**config.mk**
```make
export PLATFORM = sky130hd
export DESIGN_NAME = uart_rx_param
export DESIGN_NICKNAME = d
export VERILOG_FILES = /design/src/rtl/uart_rx_param.sv
export SDC_FILE = /design/constraint.sdc
export NUM_CORES = 1
export LEC_CHECK = 0
export ABC_AREA = 1
export BUFFER_PORTS_ARGS = -buffer_cell sky130_fd_sc_hd__clkbuf_2
export CORE_UTILIZATION = 62
export CTS_CLUSTER_SIZE = 12
export DETAILED_ROUTE_END_ITERATION = 16
export GPL_TIMING_DRIVEN = 0
export PLACE_DENSITY = 0.89
export SLEW_MARGIN = 20
export SYNTH_ARGS = -nofsm -noshare
export SYNTH_HDL_FRONTEND = slang
export SYNTH_SLANG_ARGS = --single-unit
export TNS_END_PERCENT = 5
```
**constraint.sdc**
```tcl
create_clock -name clk -period 2.85 [get_ports clk]
set_input_delay 0 -clock clk [delete_from_list [all_inputs] [get_ports clk]]
set_output_delay 0 -clock clk [all_outputs]
set_load 0.05 [all_outputs]
```
**src/rtl/uart_rx_param.sv**
```systemverilog
`timescale 1ns/1ps
`default_nettype none
// ============================================================================
// Module      : uart_rx_param
// Description : Parametrised oversampling UART receiver. Mid-bit sampling
//               from an external baud tick, glitch-rejecting start detector,
//               parity / framing / overrun reporting and a valid/ready
//               holding register towards the consumer.
// Revision    : 1.0 - initial release
// ============================================================================
module uart_rx_param #(
    parameter int DATA_BITS  = 8,
    parameter int OVERSAMPLE = 16,
    parameter int PARITY_EN  = 1,
    parameter int PARITY_ODD = 0,
    parameter int STOP_BITS  = 1
) (
    input  logic                 clk,
    input  logic                 rst,
    input  logic                 baud_tick,
    input  logic                 rx,
    output logic [DATA_BITS-1:0] dout,
    output logic                 valid,
    input  logic                 ready,
    output logic                 parity_err,
    output logic                 frame_err,
    output logic                 overrun
);

    localparam int c_TICK_W = $clog2(OVERSAMPLE);
    localparam int c_BIT_W  = $clog2(DATA_BITS + 1);

    localparam logic [c_TICK_W-1:0] c_TICK_MID  = c_TICK_W'(OVERSAMPLE / 2 - 1);
    localparam logic [c_TICK_W-1:0] c_TICK_LAST = c_TICK_W'(OVERSAMPLE - 1);
    localparam logic [c_TICK_W-1:0] c_TICK_ONE  = c_TICK_W'(1);
    localparam logic [c_BIT_W-1:0]  c_BIT_LAST  = c_BIT_W'(DATA_BITS - 1);
    localparam logic [c_BIT_W-1:0]  c_BIT_ONE   = c_BIT_W'(1);
    localparam logic                c_STOP_LAST = 1'(STOP_BITS - 1);
    localparam logic                c_PAR_ODD   = 1'(PARITY_ODD);

    localparam logic [2:0] c_ST_IDLE   = 3'd0;
    localparam logic [2:0] c_ST_START  = 3'd1;
    localparam logic [2:0] c_ST_DATA   = 3'd2;
    localparam logic [2:0] c_ST_PARITY = 3'd3;
    localparam logic [2:0] c_ST_STOP   = 3'd4;

    localparam logic [2:0] c_ST_AFTER_DATA = (PARITY_EN != 0) ? c_ST_PARITY : c_ST_STOP;

    logic                 r_rx_meta;
    logic                 r_rx_s;
    logic [2:0]           r_state;
    logic                 r_armed;
    logic [c_TICK_W-1:0]  r_tick_cnt;
    logic [c_BIT_W-1:0]   r_bit_cnt;
    logic                 r_stop_cnt;
    logic [DATA_BITS-1:0] r_shift;
    logic                 r_perr;
    logic                 r_ferr;

    logic [2:0]           w_state_nxt;
    logic                 w_armed_nxt;
    logic [c_TICK_W-1:0]  w_tick_nxt;
    logic [c_BIT_W-1:0]   w_bit_nxt;
    logic                 w_stop_nxt;
    logic [DATA_BITS-1:0] w_shift_nxt;
    logic                 w_perr_nxt;
    logic                 w_ferr_nxt;
    logic                 w_done;
    logic                 w_sample;

    logic [DATA_BITS-1:0] r_dout;
    logic                 r_valid;
    logic                 r_parity_err;
    logic                 r_frame_err;
    logic                 r_overrun;

    // Two-flop synchroniser for the asynchronous line; idles high out of reset.
    always_ff @(posedge clk) begin
        if (rst) begin
            r_rx_meta <= 1'b1;
            r_rx_s    <= 1'b1;
        end else begin
            r_rx_meta <= rx;
            r_rx_s    <= r_rx_meta;
        end
    end

    // Receiver state and counters; all next values come from the block below.
    always_ff @(posedge clk) begin
        if (rst) begin
            r_state    <= c_ST_IDLE;
            r_armed    <= 1'b0;
            r_tick_cnt <= '0;
            r_bit_cnt  <= '0;
            r_stop_cnt <= 1'b0;
            r_shift    <= '0;
            r_perr     <= 1'b0;
            r_ferr     <= 1'b0;
        end else begin
            r_state    <= w_state_nxt;
            r_armed    <= w_armed_nxt;
            r_tick_cnt <= w_tick_nxt;
            r_bit_cnt  <= w_bit_nxt;
            r_stop_cnt <= w_stop_nxt;
            r_shift    <= w_shift_nxt;
            r_perr     <= w_perr_nxt;
            r_ferr     <= w_ferr_nxt;
        end
    end

    // Next-state logic: everything holds unless a baud tick arrives.
    always_comb begin
        w_state_nxt = r_state;
        w_armed_nxt = r_armed;
        w_tick_nxt  = r_tick_cnt;
        w_bit_nxt   = r_bit_cnt;
        w_stop_nxt  = r_stop_cnt;
        w_shift_nxt = r_shift;
        w_perr_nxt  = r_perr;
        w_ferr_nxt  = r_ferr;
        w_done      = 1'b0;
        w_sample    = (r_tick_cnt == c_TICK_LAST);
        if (baud_tick) begin
            case (r_state)
                c_ST_IDLE: begin
                    // Only a high-to-low transition starts a frame, never a held-low line.
                    if (r_rx_s) begin
                        w_armed_nxt = 1'b1;
                    end else if (r_armed) begin
                        w_state_nxt = c_ST_START;
                        w_tick_nxt  = '0;
                    end
                end
                c_ST_START: begin
                    if (r_tick_cnt == c_TICK_MID) begin
                        if (r_rx_s) begin
                            w_state_nxt = c_ST_IDLE;
                        end else begin
                            w_state_nxt = c_ST_DATA;
                            w_tick_nxt  = '0;
                            w_bit_nxt   = '0;
                            w_perr_nxt  = 1'b0;
                            w_ferr_nxt  = 1'b0;
                        end
                    end else begin
                        w_tick_nxt = r_tick_cnt + c_TICK_ONE;
                    end
                end
                c_ST_DATA: begin
                    if (w_sample) begin
                        w_tick_nxt  = '0;
                        w_shift_nxt = {r_rx_s, r_shift[DATA_BITS-1:1]};
                        w_bit_nxt   = r_bit_cnt + c_BIT_ONE;
                        if (r_bit_cnt == c_BIT_LAST) begin
                            w_state_nxt = c_ST_AFTER_DATA;
                            w_stop_nxt  = 1'b0;
                        end
                    end else begin
                        w_tick_nxt = r_tick_cnt + c_TICK_ONE;
                    end
                end
                c_ST_PARITY: begin
                    if (w_sample) begin
                        w_tick_nxt  = '0;
                        w_perr_nxt  = ^r_shift ^ r_rx_s ^ c_PAR_ODD;
                        w_state_nxt = c_ST_STOP;
                        w_stop_nxt  = 1'b0;
                    end else begin
                        w_tick_nxt = r_tick_cnt + c_TICK_ONE;
                    end
                end
                c_ST_STOP: begin
                    if (w_sample) begin
                        w_tick_nxt = '0;
                        if (!r_rx_s) begin
                            w_ferr_nxt = 1'b1;
                        end
                        if (r_stop_cnt == c_STOP_LAST) begin
                            w_state_nxt = c_ST_IDLE;
                            w_armed_nxt = 1'b0;
                            w_done      = 1'b1;
                        end else begin
                            w_stop_nxt = 1'b1;
                        end
                    end else begin
                        w_tick_nxt = r_tick_cnt + c_TICK_ONE;
                    end
                end
                default: begin
                    w_state_nxt = c_ST_IDLE;
                end
            endcase
        end
    end

    // Holding register: load on completion unless an unconsumed word would be lost.
    always_ff @(posedge clk) begin
        if (rst) begin
            r_dout       <= '0;
            r_valid      <= 1'b0;
            r_parity_err <= 1'b0;
            r_frame_err  <= 1'b0;
            r_overrun    <= 1'b0;
        end else begin
            r_overrun <= 1'b0;
            if (w_done) begin
                if (!r_valid || ready) begin
                    r_dout       <= r_shift;
                    r_parity_err <= r_perr;
                    r_frame_err  <= w_ferr_nxt;
                    r_valid      <= 1'b1;
                end else begin
                    r_overrun <= 1'b1;
                end
            end else if (r_valid && ready) begin
                r_valid <= 1'b0;
            end
        end
    end

    assign dout       = r_dout;
    assign valid      = r_valid;
    assign parity_err = r_parity_err;
    assign frame_err  = r_frame_err;
    assign overrun    = r_overrun;

endmodule
`default_nettype wire
```
==> results by group <==
Status
  • Run status: finished clean

Timing
  • Final setup viols: 0
  • Clk_skew: 0.0139 ns
  • Worst-margin pin slew: 0.578 ns
  • Final min period: 1.66 ns
  • Max Slew Vio Count: 0
  • Setup TNS: 0 ns
  • Fmax: around 600 MHz
  • Unrepaired setup endpoints after global routing: no
  • Tcrit/Tclk final: 0.584
  • Hold Vio Cnt, Final: 0
  • Slew headroom: 0.614

Power
  • Cell Pwr Density: 564 nW/µm²
  • Leakage: 0.828 nW
  • Maximum VDD drop: 0.000671 V

Yosys
  • Synth top area cells: dfxtp_1, nand2_1, inv_1, a21oi_1, nand3_1
  • Synth warn: 0
  • Yosys top cell area share: 0.408
  • Syn Nets: 256
  • Syn Area/Cell: between 7 and 8 µm²
  • Post-synthesis mux area share: 0
  • Register area share after synthesis: 0.408
  • Library cells used by synthesis: 28
  • Post-Synth XOR/XNOR Area: 0.0248
  • Compound-Gate Fraction of Synth Area: 0.151
  • Post-Syn Area: 1770 µm²
  • Adder-cell area share of the yosys netlist: 0.0142
  • Synth area leader: dfxtp_1
  • Largest family of logic cells by synthesized area: simple AND/OR/NAND/NOR gates
  • Simple-gate portion of the synthesized area: 0.309
  • Seq cells post-synth: 36
  • Mapped Cells: 249

Layout
  • Final Cell Area: 1980 µm²
  • Layout cells sized above 1: 0.207
  • Nets: 281
  • Ant. Diodes: 0
  • Most frequent cells in the layout: nand2_1, dfxtp_1, inv_1, a21oi_1, nand3_1
  • Area Growth Syn to Fin: 12.3%
  • Most common cell after layout, fill and taps aside: nand2_1

Clock network
  • Clock slew at reported path FFs: 0.12 ns
  • Post-CTS Setup Inserts: 0
  • CTS tree: built
  • Cts hold-fix bufs: 2
  • CTS root buf: clkbuf_4
  • H-tree levels: 2
  • Post-CTS Resized: 0
  • CTS buffer count: 5
  • Max Buffers Root-to-Sink: 2
  • Clk sink count: 36
  • Clk_lat worst skew: roughly 0.36 ns

Min path
  • Hold Path Class: input pin to flip-flop

Route
  • Vias post-DR: 1612
  • Routed WL: 3.59 mm
  • TritonRoute pass-1 iters: 4
  • # DRC: 0
  • WL per Instance: roughly 12 µm
  • Initial DRC count: 72
  • Via density: 5.29
  • Antenna viol nets, final: 0

Setup path
  • Worst r2r path cells: 9
  • Maximum fanout along the worst path: 10
  • CP cell instances: ha_1, nand2_2, nor2_4, nand2_2, nor2_1, nand2_1, buf_2, o21ai_1, inv_1
  • Worst r2r src: r_tick_cnt[0]
  • Most used cell, CP: nand2_2
  • Launch point of the worst path: r_tick_cnt[0]
  • CP max-delay cell: dfxtp_1
  • Startpoint types: flip-flop
  • CP max stage delay: 0.39 ns
  • CP arrival: approximately 1.9 ns
  • FF-to-FF End: frame_err
  • Critical path type: flip-flop to flip-flop
  • CP Capture Point: frame_err
  • Worst Setup End Kind: flip-flop
  • R2r setup slk: between 1 and 1.5 ns
  • Required @ worst endpoint: around 3.1 ns

GRT
  • Grt total ovfl: 0
  • Largest net degree at the start of global routing: 13
  • Initial antenna violation count: 0
  • GRT Util Overall: 0.258
  • First-pass GRT wire length: between 6 and 7 mm
  • Vias in the first global route: 1459

Die
  • CORE AREA: 2590 µm²
  • Initial Util: 0.682
  • IO Count: 17
  • Chip width: about 55 µm
  • Die Span Y: 55.4 µm
  • Die area: 3060 µm²
  • Cell Rows: 18

Place
  • Port bufs: 16
  • GP Congestion: between 0.8 and 0.9
  • Hpwl dp: 2.62 mm
  • Area after DPL: 1880 µm²

Flow run
  • Max_cap viols: 0
## cell type report
class	instances	area [µm²]
Timing Repair Buffer	18	100
Buffer	8	40.0
Multi-Input combinational cell	172	881
Fill cell	189	607
Clock inverter	3	42.5
Sequential cell	36	721
Inverter	33	124
Clock buffer	5	37.5
Tap cell	30	37.5
## through the flow
step / total power [mW] / util / instances / hold slack (ns) / setup slack, ns
3_3_place_gp: 0.755 / 0.727 / 295 / 0.188 / 1.24
3_5_place_dp: 0.758 / 0.727 / 295 / 0.187 / 1.20
2_1_floorplan: 0.721 / - / 249 / 0.104 / 1.37
5_1_grt: 1.17 / 0.766 / 305 / 0.0320 / 1.01
6_report: 1.12 / 0.766 / 305 / 0.0181 / 1.19
4_1_cts: 1.12 / 0.766 / 305 / 0.00657 / 1.18
## routing by layer
| layer | vias up | global-route usage | wire [µm] |
|---|---|---|---|
| met3 | 9 | 0.0562 | 175 |
| li1 | 851 | - | - |
| met1 | 712 | 0.345 | 1740 |
| met5 | - | 0 | 0 |
| met2 | 40 | 0.382 | 1600 |
| met4 | 0 | 0.154 | 68 |
## flip-flops by register name, summed over array words and instances (netlist names)
signal      count
r_perr          1
dout            8
overrun         1
r_rx_meta       1
r_tick_cnt      4
r_shift         8
frame_err       1
r_bit_cnt       4
parity_err      1
r_rx_s          1
r_state         3
valid           1
r_ferr          1
r_armed         1
## logic make-up after synthesis
family | Yosys count
compound gates | 46
buf+inv | 41
flops | 36
simple gates | 119
xor+xnor | 5
fa+ha+maj | 2
## power by group
part           internal [mW]  switching [mW]  total, mW
registers              0.520          0.0177      0.538
clock network          0.183           0.183      0.366
logic                 0.0737           0.142      0.216
total                  0.777           0.343       1.12
## worst min-delay path by stage
stage / end / slack, ns / cells past startpoint / startpoint
finish: dout[0] / 0.02 / 5 / ready
floorplan: r_rx_meta / 0.10 / 1 / rx
CTS: r_armed / 0.007 / 3 / baud_tick
detailed placement: r_rx_meta / 0.19 / 2 / rx
global placement: r_rx_meta / 0.19 / 2 / rx
global route: r_armed / 0.03 / 3 / baud_tick
## synthesized netlist by cell type (all sizes together)
cell	n
nand2	61
dfxtp	36
inv	33
nor2	27
a21oi	23
nand3	21
o21ai	16
nor3	6
buf	4
clkbuf	4
o211ai	3
xor2	3
a22oi	2
ha	2
o31ai	2
or2	2
xnor2	2
and2	1
nand4	1
## worst max-delay path, delay by kind of cell, from the launching register on
| kind | cells | cell delay (ns) |
|---|---|---|
| and+or+nand+nor | 5 | 0.61 |
| DFF | 1 | 0.39 |
| buffers and inverters | 2 | 0.25 |
| adders and majority gates | 1 | 0.20 |
| AOI/OAI and AO/OA | 1 | 0.14 |
No activity file was read; power rests on OpenSTA's default activity.
